===== config.mk =====
export PLATFORM = sky130hd
export DESIGN_NAME = load_store_unit
export DESIGN_NICKNAME = d
export VERILOG_FILES = /design/src/rtl/load_store_unit.sv
export SDC_FILE = /design/constraint.sdc
export NUM_CORES = 1
export LEC_CHECK = 0
export CORE_ASPECT_RATIO = 1.1
export CORE_MARGIN = 8
export CORE_UTILIZATION = 45
export CTS_CLUSTER_SIZE = 24
export DETAILED_ROUTE_END_ITERATION = 12
export PLACE_DENSITY = 0.84
export SLEW_MARGIN = 20
export SYNTH_ARGS = -nofsm -noshare
export SYNTH_HDL_FRONTEND = slang
export SYNTH_SLANG_ARGS = --single-unit

===== constraint.sdc =====
create_clock -name clk -period 1.8 [get_ports clk]
set_input_delay 0.18 -clock clk [delete_from_list [all_inputs] [get_ports clk]]
set_output_delay 0.18 -clock clk [all_outputs]
set_load 0.1 [all_outputs]

===== src/rtl/load_store_unit.sv =====
// load_store_unit: single-outstanding data-memory access engine for the MEM stage.
// Two-state FSM (IDLE/ACCESS) with byte-lane steering, load extension and ack timeout.
// Optional feature: define LSU_MISALIGN_TRAP_EN to trap misaligned half/word accesses
// (adds the 'misaligned' output; no bus request is issued for a trapped access).
module load_store_unit #(
  parameter int unsigned ACK_TIMEOUT = 16
) (
  input  logic        clk,
  input  logic        reset,
  input  logic        valid_in,
  input  logic        MemRead_in,
  input  logic        MemWrite_in,
  input  logic [2:0]  funct3_in,
  input  logic [31:0] addr_in,
  input  logic [31:0] store_data_in,
  output logic        dmem_req,
  output logic        dmem_we,
  output logic [31:0] dmem_addr,
  output logic [31:0] dmem_wdata,
  output logic [3:0]  dmem_wstrb,
  input  logic [31:0] dmem_rdata,
  input  logic        dmem_ack,
  output logic        stall,
  output logic        done,
  output logic [31:0] load_data,
  output logic        bus_err
`ifdef LSU_MISALIGN_TRAP_EN
  , output logic      misaligned
`endif
);

  typedef enum logic {IDLE = 1'b0, ACCESS = 1'b1} state_t;

  state_t      state_q, state_d;
  logic [7:0]  cnt_q, cnt_d;
  logic [31:0] addr_q, addr_d;
  logic [31:0] data_q, data_d;
  logic [2:0]  f3_q, f3_d;
  logic        we_q, we_d;
  logic [31:0] load_data_q, load_data_d;
  logic        mis_q, mis_d;

  logic        accept, timeout, mis_in;
  logic [3:0]  lane_strb;
  logic [31:0] lane_wdata, ext_data, rd_shift;

  assign accept  = (state_q == IDLE) & valid_in & (MemRead_in | MemWrite_in);
  // Abort when the last allowed wait cycle passes without an ack; ack wins a tie.
  assign timeout = (state_q == ACCESS) & ~dmem_ack & (cnt_q == 8'(ACK_TIMEOUT - 1));

`ifdef LSU_MISALIGN_TRAP_EN
  // funct3[1] selects word; funct3[1:0]==01 selects half.
  assign mis_in = ((funct3_in[1:0] == 2'b01) & addr_in[0]) |
                  (funct3_in[1] & (addr_in[1:0] != 2'b00));
  assign misaligned = mis_q;
`else
  assign mis_in = 1'b0;
`endif

  // Store lane steering from the latched request; sub-size address bits are ignored.
  always_comb begin
    lane_strb  = 4'b1111;
    lane_wdata = data_q;
    if (f3_q[1]) begin
      lane_strb  = 4'b1111;
      lane_wdata = data_q;
    end else if (f3_q[0]) begin
      lane_strb  = addr_q[1] ? 4'b1100 : 4'b0011;
      lane_wdata = {2{data_q[15:0]}};
    end else begin
      lane_strb  = 4'b0001 << addr_q[1:0];
      lane_wdata = {4{data_q[7:0]}};
    end
  end

  // Load extraction: align the selected byte/half to bit 0, then extend.
  always_comb begin
    rd_shift = f3_q[0] ? (dmem_rdata >> {addr_q[1], 4'b0000})
                       : (dmem_rdata >> {addr_q[1:0], 3'b000});
    case (f3_q)
      3'b000:  ext_data = {{24{rd_shift[7]}}, rd_shift[7:0]};
      3'b100:  ext_data = {24'h0, rd_shift[7:0]};
      3'b001:  ext_data = {{16{rd_shift[15]}}, rd_shift[15:0]};
      3'b101:  ext_data = {16'h0, rd_shift[15:0]};
      default: ext_data = dmem_rdata;
    endcase
  end

  // Next-state logic: accept in IDLE, wait for ack or timeout in ACCESS.
  always_comb begin
    state_d     = state_q;
    cnt_d       = cnt_q;
    addr_d      = addr_q;
    data_d      = data_q;
    f3_d        = f3_q;
    we_d        = we_q;
    load_data_d = load_data_q;
    mis_d       = 1'b0;
    case (state_q)
      IDLE: begin
        if (accept) begin
          if (mis_in) begin
            mis_d = 1'b1;
          end else begin
            state_d = ACCESS;
            cnt_d   = 8'd0;
            addr_d  = addr_in;
            data_d  = store_data_in;
            f3_d    = funct3_in;
            we_d    = MemWrite_in;  // read+write together is a store
          end
        end
      end
      ACCESS: begin
        if (dmem_ack) begin
          state_d = IDLE;
          if (!we_q) load_data_d = ext_data;
        end else if (timeout) begin
          state_d = IDLE;
        end else begin
          cnt_d = cnt_q + 8'd1;
        end
      end
      default: state_d = IDLE;
    endcase
  end

  // State and latched request registers.
  always_ff @(posedge clk or negedge reset) begin
    if (!reset) begin
      state_q     <= IDLE;
      cnt_q       <= 8'd0;
      addr_q      <= 32'd0;
      data_q      <= 32'd0;
      f3_q        <= 3'd0;
      we_q        <= 1'b0;
      load_data_q <= 32'd0;
      mis_q       <= 1'b0;
    end else begin
      state_q     <= state_d;
      cnt_q       <= cnt_d;
      addr_q      <= addr_d;
      data_q      <= data_d;
      f3_q        <= f3_d;
      we_q        <= we_d;
      load_data_q <= load_data_d;
      mis_q       <= mis_d;
    end
  end

  assign dmem_req   = (state_q == ACCESS);
  assign dmem_we    = dmem_req & we_q;
  assign dmem_addr  = {addr_q[31:2], 2'b00};
  assign dmem_wdata = lane_wdata;
  assign dmem_wstrb = dmem_we ? lane_strb : 4'b0000;
  assign stall      = accept | dmem_req;
  assign done       = (dmem_req & (dmem_ack | timeout)) | mis_q;
  assign bus_err    = timeout;
  assign load_data  = load_data_q;

endmodule

# Word-level counts from Yosys, hierarchy flattened
# Cells that the tools add are included.
totals:
  ff_bits: 109
  input_bits: 105
  word_cells: 50
op_classes:
  addsub: 1
  eq_ne: 7
  n_shift: 3
  n_mux: 16
  n_bitwise: 12
  reduce_logical: 4
op_table:
  columns: ["cell", "n"]
  rows:
  - ["case mux 32 bit (4 select lines)", 1]
  - ["2-to-1 mux 32 bit", 2]
  - ["right shift 32 x 5 -> 16 bit", 2]
  - ["2-to-1 mux 8 bit", 3]
  - ["2-to-1 mux 16 bit", 1]
  - ["2-to-1 mux 4 bit", 4]
  - ["case mux 8 bit (2 select lines)", 1]
  - ["adder 8 x 1 -> 8 bit (second input constant)", 1]
  - ["== test 8 x 4 -> 1 bit (second input constant)", 1]
  - ["AND 1 bit", 6]
  - ["== test 3 bit (second input constant)", 2]
  - ["inequality test 2 bit (second input constant)", 3]
  - ["AND reduction 3 bit", 2]
  - ["left shift 1 x 2 -> 4 bit (first input constant)", 1]
  - ["== test 3 x 1 -> 1 bit (second input constant)", 1]
  - ["logical NOT 3 bit", 1]
  - ["2-to-1 mux 1 bit", 3]
  - ["NOT 1 bit", 3]
  - ["bitwise OR 1 bit", 3]
  - ["case mux 1 bit (2 select lines)", 1]
  - ["AND reduction 2 bit", 1]

# Depth between registers and ports, before layout
depth:
  word_depth: 6
  ltp_mapped: 7
  mapped_depth_nobuf: 5

# Least setup slack after synthesis
# No wires, ideal clock.
synth_path:
  kind: "flip-flop to output port"
  from: "register state_q, in the netlist dmem_req"
  to: "output port done"
  arrival_ns: 3.421
  setup_slack_ns: -1.801
  path_stages_with_launch: 3
  path_buffers: 1
  path_cell_list: "dfrtp_1 > buf_2 > a21boi_0"
synth_between:
  elab_chain_len: 4
synth_lines:
  columns: ["item", "line_no", "rtl"]
  rows:
  - ["start: declaration", "34", "state_t state_q, state_d;"]
  - ["start signal: assignment", "140", "state_q <= state_d;"]
  - ["AND 1 bit (2 in a row)", "49", "assign timeout = (state_q == ACCESS) & ~dmem_ack & (cnt_q == 8'(ACK_TIMEOUT - 1));"]
  - ["bitwise OR 1 bit", "157", "assign done = (dmem_req & (dmem_ack | timeout)) | mis_q;"]
  - ["AND 1 bit *", "157", null]
  - ["end: declaration", "24", "output logic done,"]
# Mark *: on every way between the ends. The rest lies on a longest branch, timed or not.

# Final worst setup path
layout_path:
  from: "register cnt_q[7]"
  to: "output port done"
layout_between:
  elab_chain_len: 4
layout_lines:
  columns: ["item", "line_no", "rtl"]
  rows:
  - ["start: declaration", "35", "logic [7:0] cnt_q, cnt_d;"]
  - ["start signal: assignment", "141", "cnt_q <= cnt_d;"]
  - ["== test 8 x 4 -> 1 bit", "49", null]
  - ["AND 1 bit", "49", null]
  - ["bitwise OR 1 bit", "157", null]
  - ["AND 1 bit", "157", null]
# No other way between the ends.

==> results by group <==
Synthesis
  – Syn avg cell area: 8.72 um^2
  – Synth Instances: 631
  – Netlist Area Pre-Place: 5500 um^2
  – Post-synth ARST share: 1.00
  – Synth top area share: 0.496
  – Synth cell types: 42
  – Sequential area share after synthesis: 0.496
  – EDFF count, synth: 0
  – Top-count cell post-synth: nand2_1
  – Synth top cells by count: nand2_1, dfrtp_1, o21ai_0
  – Synth area leaders: dfrtp_1, nand2_1, buf_4
  – Leading area contributor after synthesis: dfrtp_1
  – Synth warn: 0
  – Seq cells post-synth: 109
  – Top FF cell, synth: dfrtp_1

STA
  – Max Slew Vio Count: 0
  – Clk_skew: around 0.0065 ns
  – Setup TNS: 0 ns
  – Slew headroom: 0.660
  – Worst hold margin: 0.355 ns
  – Fmax: 559 MHz
  – RSZ-0062 raised after global routing: yes
  – Post-layout minimum cycle time: 1.79 ns
  – Final hold violation count: 0
  – Actual slew at the worst max-slew pin: approximately 0.50 ns
  – Finish-stage setup viols: 0
  – Crit share post-route: 0.993

Hold path
  – Hold Crit Depth: 3
  – Hold Crit Class: in -> reg

Floorplanning
  – FP Rows: 42
  – Initial Util: 0.459
  – Die H: 132 um
  – Core Area: 12000 um^2
  – Chip Width: 121 um
  – Num ports: 210
  – Die ar.: 16000 um^2

Routing
  – Routed Antenna Nets: 0
  – Vias/cell: 5.22
  – Vias: around 5000
  – Wire per inst: roughly 18 um
  – DRC Markers: 0
  – Iteration-0 DRC Markers: 366
  – Drt pass-1 iters: 5
  – Detailed Route WL: 17400 um

Critical path
  – Crit path capture type: output port
  – Critical path class: reg -> out
  – Flop-to-flop setup slack: between 0.15 and 0.2 ns
  – Crit-path max FO: 2
  – Crit path launch type: flop
  – Delay of the slowest critical-path stage: between 0.4 and 0.5 ns
  – CP arrival: 1.61 ns
  – Crit-path cells: nor4_4 > nand2_2 > a21boi_4 > buf_12
  – R2r worst-path depth: 5
  – Slowest-stage cell, CP: dfrtp_1
  – WP data required: about 1.6 ns

Clock network
  – CTS sink cnt: 109
  – CTS tree: yes
  – Skew-Pair Late Insertion Delay: between 0.3 and 0.4 ns
  – Cts bufs inserted: 9
  – Htree depth: 3
  – Clock Path Buffers: 2
  – Clock slew at reported path FFs: 0.08 ns
  – CTS root buf: clkbuf_16

Pwr
  – Leakage power: between 3 and 4 nW
  – Worst VDD drop: 1800 uV
  – Final Power: approximately 16 mW
  – Pwr Density: 1940 nW/um^2

Global route
  – All-layer global routing usage: 0.215
  – First-pass GRT wire length: 27500 um
  – GRT overflow: 0
  – Pin count of the biggest net entering global routing: a little over 70
  – Vias in the first global route: 5362
  – Initial antenna violation count: 1

Outcome
  – Status: finished, final reports clean

Job
  – MaxCap Viol Count: 0

Layout
  – Area grow syn2layout: 52.3%
  – Fraction of layout cells with a size suffix above 1: 0.283
  – Final #Nets: 909

Place
  – Final Wtd Congestion: about 0.87
  – Half-perimeter wire length after placement: 13000 um
  – IO Port Bufs: 207
-- state kept, by name (all words and copies together), names as in the netlist --
signal and count:
we_q 1, f3_q 3, data_q 32, dmem_req 1
cnt_q 8, load_data 32, addr_q 32
-- worst max-delay path: cells and delay by family (launching register included) --
family | cells | cell delay [ns]
compound gates | 1 | 0.17
buf+inv | 1 | 0.19
flops | 1 | 0.42
simple gates | 2 | 0.48
-- per-stage QoR --
step	instances	area [um^2]	setup slack [ns]	util
after detailed placement	935	7870	-0.0236	0.657
after CTS	959	8310	0.00279	0.694
after floorplan	632	5650	-0.170	-
final	963	8370	0.0118	0.699
after global routing	962	8370	-0.0355	0.699
after global placement	935	7870	0.0717	0.657
-- routing by layer --
layer,GRT usage,vias up,wire (um)
met4,0.0906,0,513
li1,-,2353,-
met3,0.0848,31,1880
met5,0,-,0
met1,0.239,2407,6420
met2,0.354,234,8630
-- cell type report --
type | instances | area, um^2
clock inverter | 7 | 120
clock buffer | 9 | 225
multi-input combinational | 439 | 2460
tap | 154 | 193
timing repair buffer | 239 | 2610
inverter | 5 | 22.5
antenna | 1 | 2.50
sequential | 109 | 2740
fill | 889 | 3610
-- power breakdown --
| part | total [mW] | switching [mW] | internal (mW) |
|---|---|---|---|
| Combinational | 10.2 | 7.48 | 2.74 |
| Sequential | 3.76 | 0.582 | 3.18 |
| Clock | 2.30 | 0.934 | 1.37 |
-- logic make-up after synthesis --
kind of cell,after synthesis,share of synthesized area
buffers and inverters,84,0.0935
AND/OR/NAND/NOR,295,0.218
flip-flops,109,0.496
adder cells (fa/ha/maj),1,0.00227
multiplexers,39,0.0773
XOR/XNOR,3,0.00478
AO/OA/AOI/OAI,99,0.107
other,1,0.000682
-- cells in the final DEF, fill, tap and decap left out, types with 2 or more instances in the layout --
cell / count
nand2_1: 234
clkinvlp_4: 2
nor3_1: 11
o21ai_0: 39
xnor2_1: 3
bufinv_16: 3
buf_4: 90
o21ai_2: 2
dfrtp_1: 103
nor4_1: 2
nor2_2: 2
a21oi_1: 17
inv_1: 3
o21ai_4: 6
a21oi_2: 11
nor2_4: 6
conb_1: 2
nor2b_1: 2
mux2_4: 4
clkbuf_16: 9
dfrtp_2: 5
nand2_2: 2
o21ai_1: 7
mux2_2: 24
or3_1: 7
clkdlybuf4s50_1: 103
nor2_1: 14
buf_12: 44
o21a_1: 8
mux2i_1: 10
nand3_1: 5
inv_6: 2
-- final timing paths --
| check | to | from |
|---|---|---|
| setup reg to reg | cnt_q[2]$_DFFE_PN0P_ | cnt_q[7]$_DFFE_PN0P_ |
| min in group asynchronous | load_data[0]$_DFFE_PN0P_ | reset |
| max in group asynchronous | addr_q[1]$_DFFE_PN0P_ | reset |
| hold reg to reg | data_q[17]$_DFFE_PN0P_ | data_q[17]$_DFFE_PN0P_ |
| hold / removal | addr_q[29]$_DFFE_PN0P_ | addr_in[29] |
| setup / recovery | done | cnt_q[7]$_DFFE_PN0P_ |
-- repair_timing --
item / in CTS / in global routing
buffers inserted: 7 / 3
hold buffers: 1 / 0
endpoints found under the setup margin: 27 / 28
hold endpoints to repair: 109 / 0
resized for setup: 9 / 11
pin swaps: 5 / 5
Power figures use the tool's default switching activity.
